`src/rtl/ir_load_arbiter_if.sv`:
```
// Bus between the fetch sources and the instruction-register load arbiter.
//
// Handshake: each req bit is a level request that the source must hold until
// the matching grant bit pulses (grant is high for exactly one cycle, together
// with ir_load). Dropping req before the grant withdraws the request; dropping
// it after the grant has no effect on the load already in progress.
interface ir_load_arbiter_if #(
    parameter int N_REQ = 4,
    parameter int IDX_W = 2
);
    logic [N_REQ-1:0] req;
    logic [IDX_W-1:0] ir_index;
    logic             ir_load;
    logic [N_REQ-1:0] grant;
    logic             busy;
    logic [1:0]       state_dbg;

    // Requesters drive req and observe the arbiter's outputs.
    modport master (
        output req,
        input  ir_index, ir_load, grant, busy, state_dbg
    );

    // The arbiter samples req and drives the register select/strobe.
    modport slave (
        input  req,
        output ir_index, ir_load, grant, busy, state_dbg
    );
endinterface

```
`src/rtl/ir_load_arbiter.sv`:
```
// Round-robin arbiter sharing the instruction register between N_REQ fetch
// sources: one load strobe per grant, followed by HOLD_CYCLES quiet cycles so
// decode sees stable register contents.
module ir_load_arbiter #(
    parameter int N_REQ       = 4,
    parameter int IDX_W       = 2,
    parameter int HOLD_CYCLES = 2
) (
    input  logic               clk,
    input  logic               rst,
    ir_load_arbiter_if.slave   bus
);
    typedef enum logic [1:0] {
        IDLE = 2'd0,
        LOAD = 2'd1,
        HOLD = 2'd2
    } state_t;

    // Hold counter preload; only used when there is a HOLD phase at all.
    localparam logic [7:0] HOLD_INIT = (HOLD_CYCLES > 0) ? 8'(HOLD_CYCLES - 1) : 8'd0;

    state_t           state;
    logic [7:0]       hold_cnt;
    logic [IDX_W-1:0] ptr;
    logic [IDX_W-1:0] ir_index_q;
    logic             ir_load_q;
    logic [N_REQ-1:0] grant_q;
    logic             busy_q;

    logic [IDX_W-1:0] winner;
    logic [IDX_W-1:0] cand;
    logic             found;

    // Winner search: first set req bit starting just after the last winner,
    // wrapping modulo N_REQ, so the last winner has lowest priority.
    always_comb begin
        winner = ptr;
        found  = 1'b0;
        cand   = '0;
        for (int i = 1; i <= N_REQ; i++) begin
            cand = IDX_W'((int'(ptr) + i) % N_REQ);
            if (!found && bus.req[cand]) begin
                found  = 1'b1;
                winner = cand;
            end
        end
    end

    // Arbitration FSM with all outputs registered.
    always_ff @(posedge clk or posedge rst) begin
        if (rst) begin
            state      <= IDLE;
            hold_cnt   <= 8'd0;
            ptr        <= IDX_W'(N_REQ - 1);
            ir_index_q <= '0;
            ir_load_q  <= 1'b0;
            grant_q    <= '0;
            busy_q     <= 1'b0;
        end else begin
            case (state)
                IDLE: begin
                    if (found) begin
                        state      <= LOAD;
                        ir_index_q <= winner;
                        ir_load_q  <= 1'b1;
                        grant_q    <= N_REQ'(1) << winner;
                        busy_q     <= 1'b1;
                        ptr        <= winner;
                    end
                end
                LOAD: begin
                    // The register captures data_in[ir_index] at this edge;
                    // ir_index is left alone so the select stays stable.
                    ir_load_q <= 1'b0;
                    grant_q   <= '0;
                    if (HOLD_CYCLES > 0) begin
                        state    <= HOLD;
                        hold_cnt <= HOLD_INIT;
                    end else begin
                        state  <= IDLE;
                        busy_q <= 1'b0;
                    end
                end
                HOLD: begin
                    if (hold_cnt == 8'd0) begin
                        state  <= IDLE;
                        busy_q <= 1'b0;
                    end else begin
                        hold_cnt <= hold_cnt - 8'd1;
                    end
                end
                default: begin
                    state     <= IDLE;
                    ir_load_q <= 1'b0;
                    grant_q   <= '0;
                    busy_q    <= 1'b0;
                end
            endcase
        end
    end

    assign bus.ir_index  = ir_index_q;
    assign bus.ir_load   = ir_load_q;
    assign bus.grant     = grant_q;
    assign bus.busy      = busy_q;
    assign bus.state_dbg = state;
endmodule

```
`src/flat_wrapper.sv`:
```
// flat-port wrapper written by rule: the top's interface ports become plain ports
module ir_load_arbiter_flat 
#(
    parameter int N_REQ       = 4,
    parameter int IDX_W       = 2,
    parameter int HOLD_CYCLES = 2
)
  (clk, rst, bus_req, bus_ir_index, bus_ir_load, bus_grant, bus_busy, bus_state_dbg);
  ir_load_arbiter_if #(.N_REQ(N_REQ), .IDX_W(IDX_W)) bus_i ();
  input  logic clk;
  input  logic rst;
  input wire logic [$bits(bus_i.req)-1:0] bus_req;
  output wire logic [$bits(bus_i.ir_index)-1:0] bus_ir_index;
  output wire logic [$bits(bus_i.ir_load)-1:0] bus_ir_load;
  output wire logic [$bits(bus_i.grant)-1:0] bus_grant;
  output wire logic [$bits(bus_i.busy)-1:0] bus_busy;
  output wire logic [$bits(bus_i.state_dbg)-1:0] bus_state_dbg;
  assign bus_i.req = bus_req;
  assign bus_ir_index = bus_i.ir_index;
  assign bus_ir_load = bus_i.ir_load;
  assign bus_grant = bus_i.grant;
  assign bus_busy = bus_i.busy;
  assign bus_state_dbg = bus_i.state_dbg;
  ir_load_arbiter #(.N_REQ(N_REQ), .IDX_W(IDX_W), .HOLD_CYCLES(HOLD_CYCLES)) u_core (.clk(clk), .rst(rst), .bus(bus_i));
endmodule
```
`config.mk`:
```
export PLATFORM = sky130hd
export DESIGN_NAME = ir_load_arbiter_flat
export DESIGN_NICKNAME = d
export VERILOG_FILES = /design/src/rtl/ir_load_arbiter_if.sv /design/src/rtl/ir_load_arbiter.sv /design/src/flat_wrapper.sv
export SDC_FILE = /design/constraint.sdc
export NUM_CORES = 1
export LEC_CHECK = 0
export ABC_AREA = 1
export CAP_MARGIN = 20
export CORE_MARGIN = 2
export CORE_UTILIZATION = 58
export CTS_CLUSTER_SIZE = 30
export DETAILED_ROUTE_END_ITERATION = 12
export GPL_TIMING_DRIVEN = 0
export PLACE_DENSITY = 0.84
export SLEW_MARGIN = 20
export SYNTH_ARGS = -nofsm -noshare
export SYNTH_HDL_FRONTEND = slang
export SYNTH_SLANG_ARGS = --single-unit
export TNS_END_PERCENT = 50
```
`constraint.sdc`:
```
create_clock -name clk -period 4 [get_ports clk]
set_input_delay 1.2 -clock clk [delete_from_list [all_inputs] [get_ports clk]]
set_output_delay 1.2 -clock clk [all_outputs]
set_load 0.05 [all_outputs]
```
Yosys cells after proc, flatten, opt, wreduce, memory -nomap -nowiden
Cells that the tools add are included.
{"block": "word_totals", "ram_bits": 0, "latch_bits": 0, "memories": 0, "regBits": 20, "rom_bits": 0}
{"block": "op_classes", "eq_ne": 5, "shift": 1, "n_reduce_logical": 14, "bitwise": 2, "order_cmp": 4, "muxes": 27, "n_mul": 0, "add_sub_neg": 5, "div": 0}
{"op": "case mux 8 bit (2 select lines)", "n": 1}
{"op": "less-than comparator 2 x 3 -> 1 bit, second input constant", "n": 4}
{"op": "two-way mux 2 bit", "n": 6}
{"op": "two-way mux 1 bit", "n": 10}
{"op": "binary-select mux 1 bit (select 2 bit)", "n": 4}
{"op": "logical NOT 8 bit", "n": 1}
{"op": "two-way mux 8 bit", "n": 1}
{"op": "case mux 4 bit (2 select lines)", "n": 1}
{"op": "AND reduction 2 bit", "n": 4}
{"op": "subtractor 8 x 1 -> 8 bit, second input constant", "n": 1}
{"op": "case mux 2 bit (3 select lines)", "n": 1}
{"op": "adder 2 x 1 -> 2 bit, second input constant", "n": 2}
{"op": "adder 2 bit, second input constant", "n": 2}
{"op": "two-way mux 4 bit", "n": 1}
{"op": "inequality test 2 x 1 -> 1 bit, second input constant", "n": 2}
{"op": "left shift 1 x 2 -> 4 bit, first input constant", "n": 1}
{"op": "logical AND 1 bit", "n": 3}
{"op": "logical NOT 1 bit", "n": 3}
{"op": "case mux 1 bit (3 select lines)", "n": 1}
{"op": "AND reduction 3 bit", "n": 1}
{"op": "== test 2 x 1 -> 1 bit, second input constant", "n": 1}
{"op": "== test 2 bit, second input constant", "n": 1}
{"op": "logical NOT 2 bit", "n": 1}
{"op": "inequality test 2 bit, second input constant", "n": 1}
{"op": "3 further kinds", "n": 4}

Depth between registers and ports, before layout
{"block": "depth", "depth_word": 16, "mapped_depth": 13, "ltp_nobuf": 12}

Worst setup path after synthesis
No wires, ideal clock.
{"block": "synth_timing", "path_kind": "input -> register", "startpoint": "input port bus_req[0]", "endpoint": "register u_core.ir_index_q[0], in the netlist u_core.bus.ir_index[0]", "path_buffers": 0, "arrival_time_ps": 1958, "required_ps": 3882, "slack_ps": 1924, "cell_stages": 10, "path_cell_list": "nand2_1 > nand2_2 > nand2_4 > nand2_8 > nor2_8 > nand3_2 > nand2_4 > inv_4 > nand2_2 > nand2_1"}
{"block": "synth_via", "elab_chain_len": 13}
{"element": "start, declared", "line_no": "flat_wrapper.sv:12", "rtl": "input wire logic [$bits(bus_i.req)-1:0] bus_req;"}
{"element": "binary-select mux 1 bit (select 2 bit)", "line_no": "ir_load_arbiter.sv:42", "rtl": "if (!found && bus.req[cand]) begin"}
{"element": "two-way mux 1 bit (implied by the code)", "line_no": "ir_load_arbiter.sv:42"}
{"element": "two-way mux 1 bit", "line_no": "ir_load_arbiter.sv:42"}
{"element": "logical NOT 1 bit", "line_no": "ir_load_arbiter.sv:42"}
{"element": "logical AND 1 bit", "line_no": "ir_load_arbiter.sv:42"}
{"element": "two-way mux 1 bit", "line_no": "ir_load_arbiter.sv:42"}
{"element": "logical NOT 1 bit", "line_no": "ir_load_arbiter.sv:42"}
{"element": "logical AND 1 bit", "line_no": "ir_load_arbiter.sv:42"}
{"element": "two-way mux 1 bit", "line_no": "ir_load_arbiter.sv:42"}
{"element": "logical NOT 1 bit", "line_no": "ir_load_arbiter.sv:42"}
{"element": "logical AND 1 bit", "line_no": "ir_load_arbiter.sv:42"}
{"element": "two-way mux 1 bit", "line_no": "ir_load_arbiter.sv:42"}
{"element": "AND reduction 2 bit (no line)"}
{"element": "end signal, assigned", "line_no": "ir_load_arbiter.sv:64", "rtl": "ir_index_q <= winner;"}
{"element": "end, declared", "line_no": "ir_load_arbiter.sv:25", "rtl": "logic [IDX_W-1:0] ir_index_q;"}
Several ways; a longest one is shown, not always the timed one. The select of a mux whose other input is x is not followed.
A chain may end at the register's enable or synchronous reset.

Worst setup path in the final report
{"block": "layout_timing", "startpoint": "register u_core.state[1], in the netlist u_core.bus.state_dbg[1]", "endpoint": "output port bus_state_dbg[1]"}
{"element": "start, declared", "line_no": "ir_load_arbiter.sv:22", "rtl": "state_t state;"}
{"element": "start signal, assigned", "line_no": "ir_load_arbiter.sv:52", "rtl": "state <= IDLE;"}
{"element": "start signal, assigned", "line_no": "ir_load_arbiter.sv:63", "rtl": "state <= LOAD;"}
{"element": "start signal, assigned", "line_no": "ir_load_arbiter.sv:77", "rtl": "state <= HOLD;"}
{"element": "end, declared", "line_no": "flat_wrapper.sv:17", "rtl": "output wire logic [$bits(bus_i.state_dbg)-1:0] bus_state_dbg;"}
No word-level cell between the ends.

==> results.json <==
{
  "arrival_ns": 1.56,
  "drive_gt1_share_pct": 18.1,
  "cpPeakStageDelay_ns": 0.82,
  "rsz0062_at_grt": "no",
  "fin_crit_ns": 2.76,
  "design.core.area_sq_um": 2150,
  "status": "finished, final reports clean",
  "crit_required_ns": 2.80,
  "grt_overflow": 0,
  "hold_path_class": "flop to flop",
  "finalSetupTns_ns": 0,
  "clkTransAtPathRegs_ns": 0.12,
  "cp_max_fo": 4,
  "die-area_sq_um": 2610,
  "grt_first_pass_wirelength_microns": 4860,
  "synth_top_area_share_pct": 35.0,
  "design_area_sq_um": 1530,
  "rows": 17,
  "multi_input_area_sq_um": 688,
  "layout_common_cells": "nand2_1 (67), dfrtp_1 (18), nand3_1 (17)",
  "syn_nets": 182,
  "start_util_pct": 60.0,
  "dr.pass1.iters": 4,
  "clk_path_buf_depth": 2,
  "drt.antenna.violating_nets": 0,
  "ys_warn_count": 0,
  "async_reset_ff_share_pct": 100,
  "syn_area_per_cell_sq_um": 7.41,
  "ys_seq_area_share_pct": 39.0,
  "slew_headroom_pct": 51.3,
  "synthFlopType": "dfrtp_1",
  "cp-start-kind": "flop",
  "dp.final_hpwl_microns": 2050,
  "viasPerCell": 5.31,
  "synth_cell_types": 28,
  "grt_max_degree": 21,
  "post_cts_buffers": 0,
  "place_area_sq_um": 1470,
  "drtIter0Drc": 22,
  "drt_wl_total_microns": 2680,
  "antenna_found_initial": 0,
  "io_pins": 16,
  "clock_skew_ns": 0.00376,
  "cts_resized": 0,
  "end_kind": "output pin",
  "grt_pass1_vias": 1133,
  "synth_edf_count": 0,
  "wire_per_inst_microns": 12.1,
  "cts-htree-levels": 1,
  "drv_cap": 0,
  "final_common_cell": "nand2_1",
  "nets": 202,
  "path_class": "flop to output pin",
  "syn_area_sq_um": 1290,
  "setup_viol": 0,
  "vias": 1174,
  "hold_buffers": 0,
  "crit_chain": "clkdlybuf4s50_1",
  "cts_tree": "yes",
  "insertion_delay_ns": 0.32,
  "synth_top_area_cell": "dfrtp_1",
  "grt_use_total_pct": 25.2,
  "slew_violations": 0,
  "worst_pin_slew_ns": 0.730,
  "cts_buffers": 3,
  "fmax_mhz": 362,
  "num_antenna_cells": 0,
  "drc_errors": 0,
  "gp_congestion": 0.872,
  "crit_buf_inv": 1,
  "area_growth_pct": 18.4,
  "crit_family": "buffers and inverters",
  "crit_slowest_cell": "clkdlybuf4s50_1",
  "hold_violations": 0,
  "dieWidth_microns": 51.1,
  "io_buffers": 15,
  "root_buffer": "clkbuf_4",
  "n_fill_cell": 177,
  "fin_crit_sh_pct": 69.1,
  "synthCells": 174,
  "regArea_sq_um": 503,
  "synth_seq_cells": 20,
  "clock-sinks": 20,
  "synth_area_leaders": "dfrtp_1 (35%), nand2_1 (20%), nand3_1 (6.6%)",
  "fp.dieH_microns": 51.1
}
## cells by family after synthesis
kind of cell | count (synthesis) | share of synthesized area (%)
AO/OA/AOI/OAI | 10 | 4.47
XOR/XNOR | 3 | 2.04
adder cells (fa/ha/maj) | 2 | 1.94
buffers and inverters | 21 | 7.57
flip-flops | 20 | 39.0
AND/OR/NAND/NOR | 118 | 45.0
## cell usage after synthesis, types with 3 or more instances
master,number
nand2_2,12
nand2_1,67
dfrtp_1,18
inv_1,13
nor2_1,11
xor2_1,3
nand2_4,3
nand3_1,17
o21ai_0,5
## final timing paths
| check | startpoint | to | slack (ns) | depth (start not counted) |
|---|---|---|---|---|
| worst max register to register | u_core.ptr[0] | u_core.bus.ir_index[1] | 2.24 | 10 |
| worst min-delay path | u_core.bus.grant[3] | u_core.bus.grant[3] | 0.49 | 2 |
| worst max-delay path | u_core.bus.state_dbg[1] | bus_state_dbg[1] | 1.24 | 1 |
| worst min register to register | u_core.bus.grant[3] | u_core.bus.grant[3] | 0.49 | 2 |
| min in group asynchronous | rst | u_core.hold_cnt[3] | 1.28 | 2 |
| max in group asynchronous | rst | u_core.bus.ir_index[0] | 2.26 | 2 |
## metal layers
layer  GRT usage, %  vias to the layer above  part of all wire (%)
li1               -                      584                     -
met1           30.6                      560                    44
met2           44.8                       25                    50
met3           3.51                        5                   3.9
met4           9.46                        0                   1.8
met5              0                        -                     0
## layout make-up
type / count / share of cell area, %
multi-input combinational: 133 / 45.1
sequential: 20 / 33.0
timing repair buffer: 15 / 9.84
inverter: 19 / 5.33
tap: 28 / 2.30
clock inverter: 1 / 1.97
clock buffer: 3 / 1.48
buffer: 2 / 1.07
## sequential cells by signal (all words and copies together) (netlist names)
register / count
u_core.bus.state_dbg: 2
u_core.ptr: 2
u_core.bus.ir_index: 2
u_core.bus.busy: 1
u_core.bus.grant: 4
u_core.bus.ir_load: 1
u_core.hold_cnt: 8
## metrics by stage
stage                     util, %  setup slack, ns  cells  hold slack (ns)
final                        71.1             1.24    221            0.489
after global routing         71.1             1.21    221            0.508
after CTS                    71.1             1.22    221            0.498
after detailed placement     68.6             1.33    217            0.467
after global placement       68.6             1.36    217            0.458
after floorplan                 -             1.92    174            0.459
Power is not shown: default switching activity piles up to over one toggle a cycle in this logic, so the estimate is an artifact.
